===== src/rtl/hamming_pkg.sv =====
// Shared types and constants for the Hamming(7,4) serial transmitter.
package hamming_pkg;

    localparam int CODE_W     = 7;
    localparam int FRAME_BITS = 9;

    typedef enum logic [1:0] {
        IDLE,
        START,
        DATA,
        STOP
    } state_t;

endpackage


===== src/rtl/hamming74_enc.sv =====
// Combinational Hamming(7,4) encoder; wire order {p0,p1,d0,p2,d1,d2,d3}.
module hamming74_enc
    import hamming_pkg::*;
(
    input  logic [3:0]        data_i,
    output logic [CODE_W-1:0] code_o
);

    logic p0;
    logic p1;
    logic p2;

    assign p0 = data_i[0] ^ data_i[1] ^ data_i[3];
    assign p1 = data_i[0] ^ data_i[2] ^ data_i[3];
    assign p2 = data_i[1] ^ data_i[2] ^ data_i[3];

    assign code_o = {p0, p1, data_i[0], p2, data_i[1], data_i[2], data_i[3]};

endmodule


===== src/rtl/hamming_tx.sv =====
// Serial transmitter: accepts a nibble, sends start bit, 7-bit codeword
// (MSB first) and stop bit, each CLKS_PER_BIT cycles long.
module hamming_tx
    import hamming_pkg::*;
#(
    parameter int CLKS_PER_BIT = 4
) (
    input  logic              clk,
    input  logic              rst_n,
    input  logic              in_valid,
    input  logic [3:0]        in_data,
    output logic              in_ready,
    output logic              tx_serial,
    output logic              tx_busy,
    output logic [CODE_W-1:0] code_out,
    output logic              frame_done
);

    localparam logic [7:0] LAST_TICK = 8'(CLKS_PER_BIT - 1);
    localparam logic [2:0] LAST_BIT  = 3'(CODE_W - 1);

    state_t            state_q, state_d;
    logic [7:0]        tick_q, tick_d;
    logic [2:0]        bit_q, bit_d;
    logic [CODE_W-1:0] code_q, code_d;
    logic              serial_q, serial_d;
    logic [CODE_W-1:0] enc_code;
    logic              xfer;
    logic              tick_last;

    hamming74_enc u_enc (
        .data_i (in_data),
        .code_o (enc_code)
    );

    assign in_ready   = (state_q == IDLE);
    assign xfer       = in_valid && in_ready;
    assign tick_last  = (tick_q == LAST_TICK);
    assign tx_busy    = (state_q != IDLE);
    assign frame_done = (state_q == STOP) && tick_last;
    assign tx_serial  = serial_q;
    assign code_out   = code_q;

    always_comb begin
        state_d = state_q;
        bit_d   = bit_q;
        code_d  = code_q;
        tick_d  = (state_q == IDLE || tick_last) ? 8'd0 : tick_q + 8'd1;
        unique case (state_q)
            IDLE: begin
                if (xfer) begin
                    state_d = START;
                    code_d  = enc_code;
                end
            end
            START: begin
                if (tick_last) begin
                    state_d = DATA;
                    bit_d   = 3'd0;
                end
            end
            DATA: begin
                if (tick_last) begin
                    if (bit_q == LAST_BIT) begin
                        state_d = STOP;
                        bit_d   = 3'd0;
                    end else begin
                        bit_d = bit_q + 3'd1;
                    end
                end
            end
            STOP: begin
                if (tick_last) state_d = IDLE;
            end
            default: begin
                state_d = IDLE;
                bit_d   = 3'd0;
            end
        endcase
    end

    // Line level is derived from the next state so the output is a flop.
    always_comb begin
        serial_d = 1'b1;
        unique case (state_d)
            START:   serial_d = 1'b0;
            DATA:    serial_d = code_d[LAST_BIT - bit_d];
            default: serial_d = 1'b1;
        endcase
    end

    always_ff @(posedge clk or negedge rst_n) begin
        if (!rst_n) begin
            state_q  <= IDLE;
            tick_q   <= 8'd0;
            bit_q    <= 3'd0;
            code_q   <= '0;
            serial_q <= 1'b1;
        end else begin
            state_q  <= state_d;
            tick_q   <= tick_d;
            bit_q    <= bit_d;
            code_q   <= code_d;
            serial_q <= serial_d;
        end
    end

endmodule

===== config.mk =====
export PLATFORM = sky130hd
export DESIGN_NAME = hamming_tx
export DESIGN_NICKNAME = d
export VERILOG_FILES = /design/src/rtl/hamming_pkg.sv /design/src/rtl/hamming74_enc.sv /design/src/rtl/hamming_tx.sv
export SDC_FILE = /design/constraint.sdc
export NUM_CORES = 1
export LEC_CHECK = 0
export CAP_MARGIN = 20
export CORE_AREA = 2 2 51 53
export DETAILED_ROUTE_END_ITERATION = 16
export DIE_AREA = 0 0 53 55
export GPL_TIMING_DRIVEN = 0
export PLACE_DENSITY = 0.82
export SLEW_MARGIN = 30
export SYNTH_ARGS = -nofsm -noshare
export SYNTH_HDL_FRONTEND = slang
export SYNTH_HIERARCHICAL = 1
export SYNTH_SLANG_ARGS = --single-unit

===== constraint.sdc =====
create_clock -name clk -period 5.75 [get_ports clk]
set_clock_uncertainty 0.2 [all_clocks]
set_input_delay 0.8625 -clock clk [delete_from_list [all_inputs] [get_ports clk]]
set_output_delay 0.8625 -clock clk [all_outputs]
set_load 0.01 [all_outputs]

==> flow_metrics.tcl <==
set metrics [dict create \
    root_buffer "clkbuf_4" \
    drt_pass1_iterations 4 \
    die_h_um 55 \
    grt_pass1_wl_um 4222 \
    vias_per_cell 5.849 \
    synth_edf_count 0 \
    core-area_sq_um 2365 \
    die_x_um 53 \
    die_area_sq_um 2915 \
    postSynthCellCount 121 \
    rsz0062_at_grt "no" \
    worstRegToRegCells 7 \
    nets 156 \
    avgSynthCellArea_sq_um 10.70 \
    drive_gt1_frac 0.1831 \
    instances_no_fill 172 \
    synthTopCellsByArea "dfrtp_1, mux2_2, ha_1, xor3_1, buf_4" \
    period_needed_ns 3.352 \
    ys_warn_count 6 \
    finalCritPeriodShare 0.5830 \
    tritoncts "yes" \
    reg2reg_to "tx_serial$_DFF_PN1_" \
    maxSlewViolCount 0 \
    gr-total-overflow 0 \
    synth_top_area_cell "dfrtp_1" \
    crit_chain "nor4_1, and3_1, clkdlybuf4s50_1" \
    fillers 204 \
    slowest_delay_ns 0.74 \
    clk_latency_ns 0.31 \
    status "finished, final reports clean" \
    peakVddDrop_uv 303.8 \
    grt_use_total 0.2038 \
    ys.flop_type "dfrtp_1" \
    relSlewSlack 0.4592 \
    grt_max_degree 22 \
    place_hpwl_um 1980 \
    drcViolationCount 0 \
    crit_family "simple AND/OR/NAND/NOR gates" \
    synth.ff_latch_count 21 \
    clock_sinks 21 \
    highest_layer "met4" \
    htreeDepth 1 \
    synth.cells.most_frequent "dfrtp_1, nor2_1, buf_4, mux2_2" \
    max_freq_mhz 298.3 \
    antenna_cells 0 \
    cp.arrival_ns 2.29 \
    worstPathRequired_ns 4.69 \
    timing.final.hold_violations 0 \
    drt-met1-wl_um 1103 \
    tns_ns 0 \
    syn-num-nets 134 \
    num_vias 1006 \
    hold_ws_ns 0.2878 \
    crit_fanout 5 \
    worst-setup-path-type "register to output pin" \
    syn_area_sq_um 1295 \
    ant_nets 0 \
    crit_path_start "tick_q[5]$_DFF_PN0_" \
    drt-total-wl_um 2595 \
    wl_met3_um 86 \
    wl_per_cell_um 15.09 \
    clk_path_buf_depth 2 \
    io_buffer_count 17 \
    drv_cap 0 \
    area_growth_pct 17.78 \
    row_count 18 \
    ys_seq_area_frac 0.4068 \
    crit_path_end_kind "output pin" \
    ys_types 39 \
    cts_hold_buf 0 \
    antenna_found_initial 0 \
    p_leak_uw 0.0006938 \
    async_flop_share 1.000 \
    synth_top_area_frac 0.3865 \
    hp-class "input pin to async pin" \
    wl_met2_um 1345 \
    gp_congestion 0.8122 \
    start_util 0.5476 \
    multi_input_area_sq_um 696.9 \
    yosysMostFrequentCell "dfrtp_1" \
    io_pins 18 \
    p_per_area_nw_per_um2 442.3 \
    reg2reg_from "tick_q[0]$_DFF_PN0_" \
    dr.first_iter.drc_count 28 \
    postCtsSetupBuffers 0 \
    regArea_sq_um 526.8 \
    placedCellCount 168 \
    grt_pass1_vias 939 \
    tightest_slew_ns 0.8038 \
    slowest_stage "nor4_1" \
    cts_buffers 3 \
    finalSetupViolations 0 \
    critPathBufInv 1 \
    cts_resized 0 \
    r2r_slack_ns 2.94 \
    start_kind "register" \
    path_clk_slew_ns 0.12 \
]
[metal layers]
metal	GRT usage	vias to the layer above
met5	0	-
met4	0.1068	0
met3	0.02419	7
met2	0.3563	30
met1	0.2483	489
li1	-	480
[layout by cell type, fill, tap and decap left out, types with 4 or more instances in the layout]
master / instances
a21oi_1: 6
and3_1: 4
buf_4: 7
clkdlybuf4s50_1: 16
dfrtp_1: 20
ha_1: 6
inv_1: 4
mux2_2: 7
nand2_1: 6
nand3_1: 6
nor2_1: 10
o21ai_0: 4
xor2_1: 5
[state kept, by name, summed over array words and instances (netlist names)]
signal,flops
tick_q,8
code_out,7
bit_q,3
state_q,2
tx_serial,1
[through the flow]
stage	setup slack, ns	util	area [sq um]	power, uW
CTS	2.389	0.6471	1530	678.1
finish	2.398	0.6450	1525	674.6
detailed placement	2.541	0.6355	1503	604.9
global placement	2.660	0.6355	1503	584.3
floorplan	3.133	-	1295	459.2
global route	2.296	0.6450	1525	733.8
[cell type report]
class | instances | share of cell area
Sequential cell | 21 | 0.3454
Clock inverter | 1 | 0.003281
Clock buffer | 3 | 0.01477
Inverter | 4 | 0.009844
Tap cell | 30 | 0.02461
Timing Repair Buffer | 17 | 0.1083
Buffer | 8 | 0.03692
Multi-Input combinational cell | 88 | 0.4569
[worst max path at each step]
stage	slack, ns	depth (start not counted)	to
detailed placement	2.54	7	tx_serial$_DFF_PN1_
floorplan	3.13	7	tx_serial$_DFF_PN1_
global route	2.30	3	frame_done
CTS	2.39	3	frame_done
global placement	2.66	7	tx_serial$_DFF_PN1_
finish	2.40	3	frame_done
[kinds of logic after synthesis]
family          after synthesis  synth area share
flops                        21            0.4068
simple gates                 44            0.2000
xor+xnor                      9           0.09565
mux                           9           0.07730
compound gates               20            0.1073
buf+inv                      12           0.05507
fa+ha+maj                     6           0.05797
[report_power, final]
part | switching (uW) | total, uW | internal, uW | leakage [uW]
registers | 34.3 | 231 | 197 | 0.000269
clock network | 46.4 | 72.4 | 26.0 | 0.0000177
logic | 188 | 371 | 183 | 0.000407
total | 269 | 675 | 406 | 0.000694
(Power assumes the default switching activity.)
==> edit 1, RTL diff (same flow settings) <==
Make the reset (`rst_n`) synchronous in one clocked block.
--- a/src/rtl/hamming_tx.sv
+++ b/src/rtl/hamming_tx.sv
@@ -91,3 +91,3 @@
 
-    always_ff @(posedge clk or negedge rst_n) begin
+    always_ff @(posedge clk) begin
         if (!rst_n) begin
Check against the original RTL: differs if rst_n is asserted again (counterexample within 4 cycles, from zero or initial values and one cycle with rst_n low); with rst_n held inactive, the same outputs for 10 cycles.
==> edit 1 against the original RTL <==
Critical path depth rose by 1; sequential share of layout area fell by 8.2 points; cell count rose by 14%; core utilization rose by 3.0 points; area after synthesis rose by 5.1%; count of clock-buffer cells in the layout did not move; wire length rose by 2.5%; design area rose by 4.7%; sequential cell count did not move; setup slack improved by 0.21 ns; highest routed layer unchanged.
Power is not compared: it rests on default switching activity, and its combinational part moved more than twofold at a synthesized area within 25%.
==> edit 1: results (changes against the original RTL) <==
Layout
  – Finished Layout Cells: 196 (+14%)
  – Layout cells sized above 1: 0.1446 (-0.03852)
  – Biggest register: tick_q
  – Nets@finish: 180 (+15%)
  – Largest register FFs: 8 (unchanged)

GRT
  – Met3 Resource Use GR: 0.05108 (+0.02688)
  – Met1 usage: 0.2466 (-0.001655)
  – Largest net degree at the start of global routing: 13 (-41%)
  – Met2 usage: 0.3625 (+0.006250)
  – Global-route wire length before repair: 4.333 mm (+2.6%)
  – Total GRT Usage: 0.2040 (+0.0002135)
  – Vias in the first global route: 1036 (+10%)

Routing
  – Drt pass-1 iters: 4 (unchanged)
  – Wire length on met3: 129 microns (+50%)
  – Drt first-iter violations: 19 (-32%)
  – Met1 WL: 1.218 mm (+10%)
  – Routed wire length: 2.661 mm (+2.5%)
  – Via count: 1108 (+10%)
  – Routed wl met2: 1.302 mm (-3.2%)

Placed design
  – HPWL after DPL: 2.006 mm (+1.3%)
  – Inst Count DP: 192 (+14%)
  – DP Worst Slack: 2.482 ns (-0.05900 ns)
  – Cell Area, Placed: 1569 sq um (+4.4%)
  – GP Congestion: 0.8834 (+8.8%)

Logic synthesis
  – Synth top area cells: dfxtp_1 (31%), ha_1 (5.5%), xor3_1 (5.2%)
  – Sequential share of the synthesized area: 0.3088 (-0.09794)
  – Synth top cells by count: dfxtp_1 (21), nor2_1 (13), nand2_1 (10), nor2b_1 (9), buf_4 (7)
  – Post-synth cell types: 46 (+18%)
  – Synthesized area per cell: 9.388 sq um (-12%)
  – Syn nets: 158 (+18%)
  – FFs w/ async S/R, synth: 0 (-1.000)
  – Synth Flop Type: dfxtp_1

Clock network
  – CTS Buffer Depth: 2 (unchanged)
  – Clock Latency Late Sink: 0.30 ns
  – CTS Hold Bufs: 0 (unchanged)
  – Setup Buffers After CTS: 0 (unchanged)

Critical path
  – CP max stage delay: 0.52 ns (-0.22 ns)
  – CP Data Arrival Time: 2.08 ns (-0.21 ns)
  – CP max-delay cell: clkdlybuf4s50_1
  – Maximum fanout along the worst path: 10 (+5)
  – Crit path max-delay family: simple AND/OR/NAND/NOR gates

Run status
  – Status: complete, no violations

Worst hold path
  – Min-Delay Path Class: flop to flop

STA
  – Final Setup Violations: 0 (unchanged)
  – Worst-Margin Slew: 0.5940 ns (-0.2098 ns)
==> edit 1: final timing paths <==
| path | start | depth (start not counted) | end | slack [ns] |
|---|---|---|---|---|
| setup / recovery | tick_q[0]$_SDFF_PP0_ | 4 | frame_done | 2.60 |
| hold / removal | tick_q[0]$_SDFF_PP0_ | 1 | tick_q[0]$_SDFF_PP0_ | 0.26 |
| setup reg to reg | state_q[1]$_SDFF_PN0_ | 8 | tx_serial$_SDFF_PN1_ | 3.04 |
| hold reg to reg | tick_q[0]$_SDFF_PP0_ | 1 | tick_q[0]$_SDFF_PP0_ | 0.26 |
==> edit 1: power breakdown <==
group,internal (uW),switching (uW)
Clock,25.9,45.3
Sequential,158,7.62
Combinational,73.4,71.7
==> edit 1: final cells by class <==
cell class                 instances  area (sq um)
clock buffer                       3         22.52
multi-input combinational        110         862.1
clock inverter                     1         5.005
tap                               30         37.54
fill                             184         768.2
buffer                             8         56.30
timing repair buffer              17         170.2
sequential                        21         420.4
inverter                           6         22.52
==> edit 1: cell families after synthesis <==
| group | Yosys count | synth area share |
|---|---|---|
| flip-flops | 21 | 0.3088 |
| XOR/XNOR | 9 | 0.09100 |
| multiplexers | 7 | 0.05515 |
| AO/OA/AOI/OAI | 31 | 0.1756 |
| AND/OR/NAND/NOR | 57 | 0.2564 |
| adder cells (fa/ha/maj) | 6 | 0.05515 |
| buffers and inverters | 14 | 0.05790 |
==> edit 1: stage by stage <==
| stage | utilization | power [uW] |
|---|---|---|
| 2_1_floorplan | - | 264.3 |
| 5_1_grt | 0.6751 | 405.8 |
| 6_report | 0.6751 | 381.7 |
| 4_1_cts | 0.6751 | 385.6 |
| 3_3_place_gp | 0.6635 | 310.7 |
| 3_5_place_dp | 0.6635 | 314.2 |
==> edit 2, RTL diff (config.mk and constraints unchanged) <==
Made on the original files. Re-encode `state_t` (4 states) as one-hot, 4 bits wide.
--- a/src/rtl/hamming_pkg.sv
+++ b/src/rtl/hamming_pkg.sv
@@ -6,7 +6,7 @@
 
-    typedef enum logic [1:0] {
-        IDLE,
-        START,
-        DATA,
-        STOP
+    typedef enum logic [3:0] {
+        IDLE  = 4'b0001,
+        START = 4'b0010,
+        DATA  = 4'b0100,
+        STOP  = 4'b1000
     } state_t;
Function: same outputs for any inputs over 10 cycles, from zero or initial values and one cycle with rst_n low; not proved beyond that.
==> edit 2 against the original RTL <==
Area after synthesis rose by 12%; hold slack improved by 0.011 ns; core utilization rose by 6.6 points; clock power rose by 5.5%; wire length fell by 0.69%; setup slack got worse by 0.66 ns; sequential cell count rose by 2; die area did not move; critical endpoint is now tx_serial$_DFF_PN1_; design area rose by 10%; maximum frequency fell by 16%; power fell by 3.3%.
==> edit 2: results (changes against the original RTL) <==
Placed design
  – Inst Count DP: 179 (+6.5%)
  – HPWL after DPL: 1.993 mm (+0.66%)
  – DP Worst Slack: 1.733 ns (-0.8079 ns)
  – Cell Area, Placed: 1654 sq um (+10%)
  – GP Congestion: 0.8284 (+2.0%)

Layout
  – Fill cells: 170 (-17%)
  – Nets@finish: 163 (+4.5%)
  – Layout cells sized above 1: 0.2484 (+0.06527)
  – Multi-input combinational area share: 0.4539 (-0.003063)
  – Sequential cell area share: 0.3438 (-0.001615)
  – Buffering overhead: 0.1540 (+0.008817)
  – Area delta synth->final: 15.86%

Routing
  – Routed wl met2: 1.217 mm (-9.5%)
  – Met1 WL: 1.251 mm (+13%)
  – Wire length on met3: 78 microns (-9.3%)
  – Routed length per instance: 14.08 microns (-6.7%)
  – Drt first-iter violations: 15 (-46%)

Run status
  – Status: complete, no violations

GRT
  – Total GRT Usage: 0.2160 (+0.01221)
  – Met3 Resource Use GR: 0.03495 (+0.01075)
  – Met1 usage: 0.2857 (+0.03741)
  – Vias in the first global route: 1035 (+10%)
  – Met2 usage: 0.3604 (+0.004167)

Critical path
  – Maximum fanout along the worst path: 8 (+3)
  – Worst R2R Path Depth: 13 (+6)
  – CP max-delay cell: or4b_4
  – CP Data Arrival Time: 4.07 ns (+1.78 ns)

Logic synthesis
  – Synth Area in Compound Gates: 0.09569 (-0.01156)
  – Post-synthesis mux area share: 0.1164 (+0.03908)
  – Synth top cells by count: dfrtp_1 (21), nor2_1 (11), mux2_2 (9), buf_4 (8), nand3_1 (8)
  – Sequential share of the synthesized area: 0.3983 (-0.008487)
  – Post-synthesis xor/xnor area fraction: 0.09741 (+0.001762)

Power
  – Max rail drop VDD: 0.0003490 V (+15%)

STA
  – Hold slack: 0.2986 ns (+0.01084 ns)
[edit 2: how the worst max path moves through the flow]
stage | start | to | slack (ns) | cells after the start
3_3_place_gp | tick_q[0]$_DFF_PN0_ | tx_serial$_DFF_PN1_ | 1.75 | 10
3_5_place_dp | tick_q[0]$_DFF_PN0_ | tx_serial$_DFF_PN1_ | 1.73 | 10
2_1_floorplan | tick_q[0]$_DFF_PN0_ | tx_serial$_DFF_PN1_ | 2.09 | 10
6_report | tick_q[0]$_DFF_PN0_ | tx_serial$_DFF_PN1_ | 1.74 | 13
5_1_grt | tick_q[0]$_DFF_PN0_ | tx_serial$_DFF_PN1_ | 1.50 | 13
4_1_cts | tick_q[0]$_DFF_PN0_ | tx_serial$_DFF_PN1_ | 1.69 | 10
[edit 2: where the power goes]
| part | switching, uW | internal (uW) | total [uW] |
|---|---|---|---|
| clock | 50.4 | 26.1 | 76.4 |
| combinational | 151 | 183 | 335 |
| sequential | 30.6 | 211 | 241 |
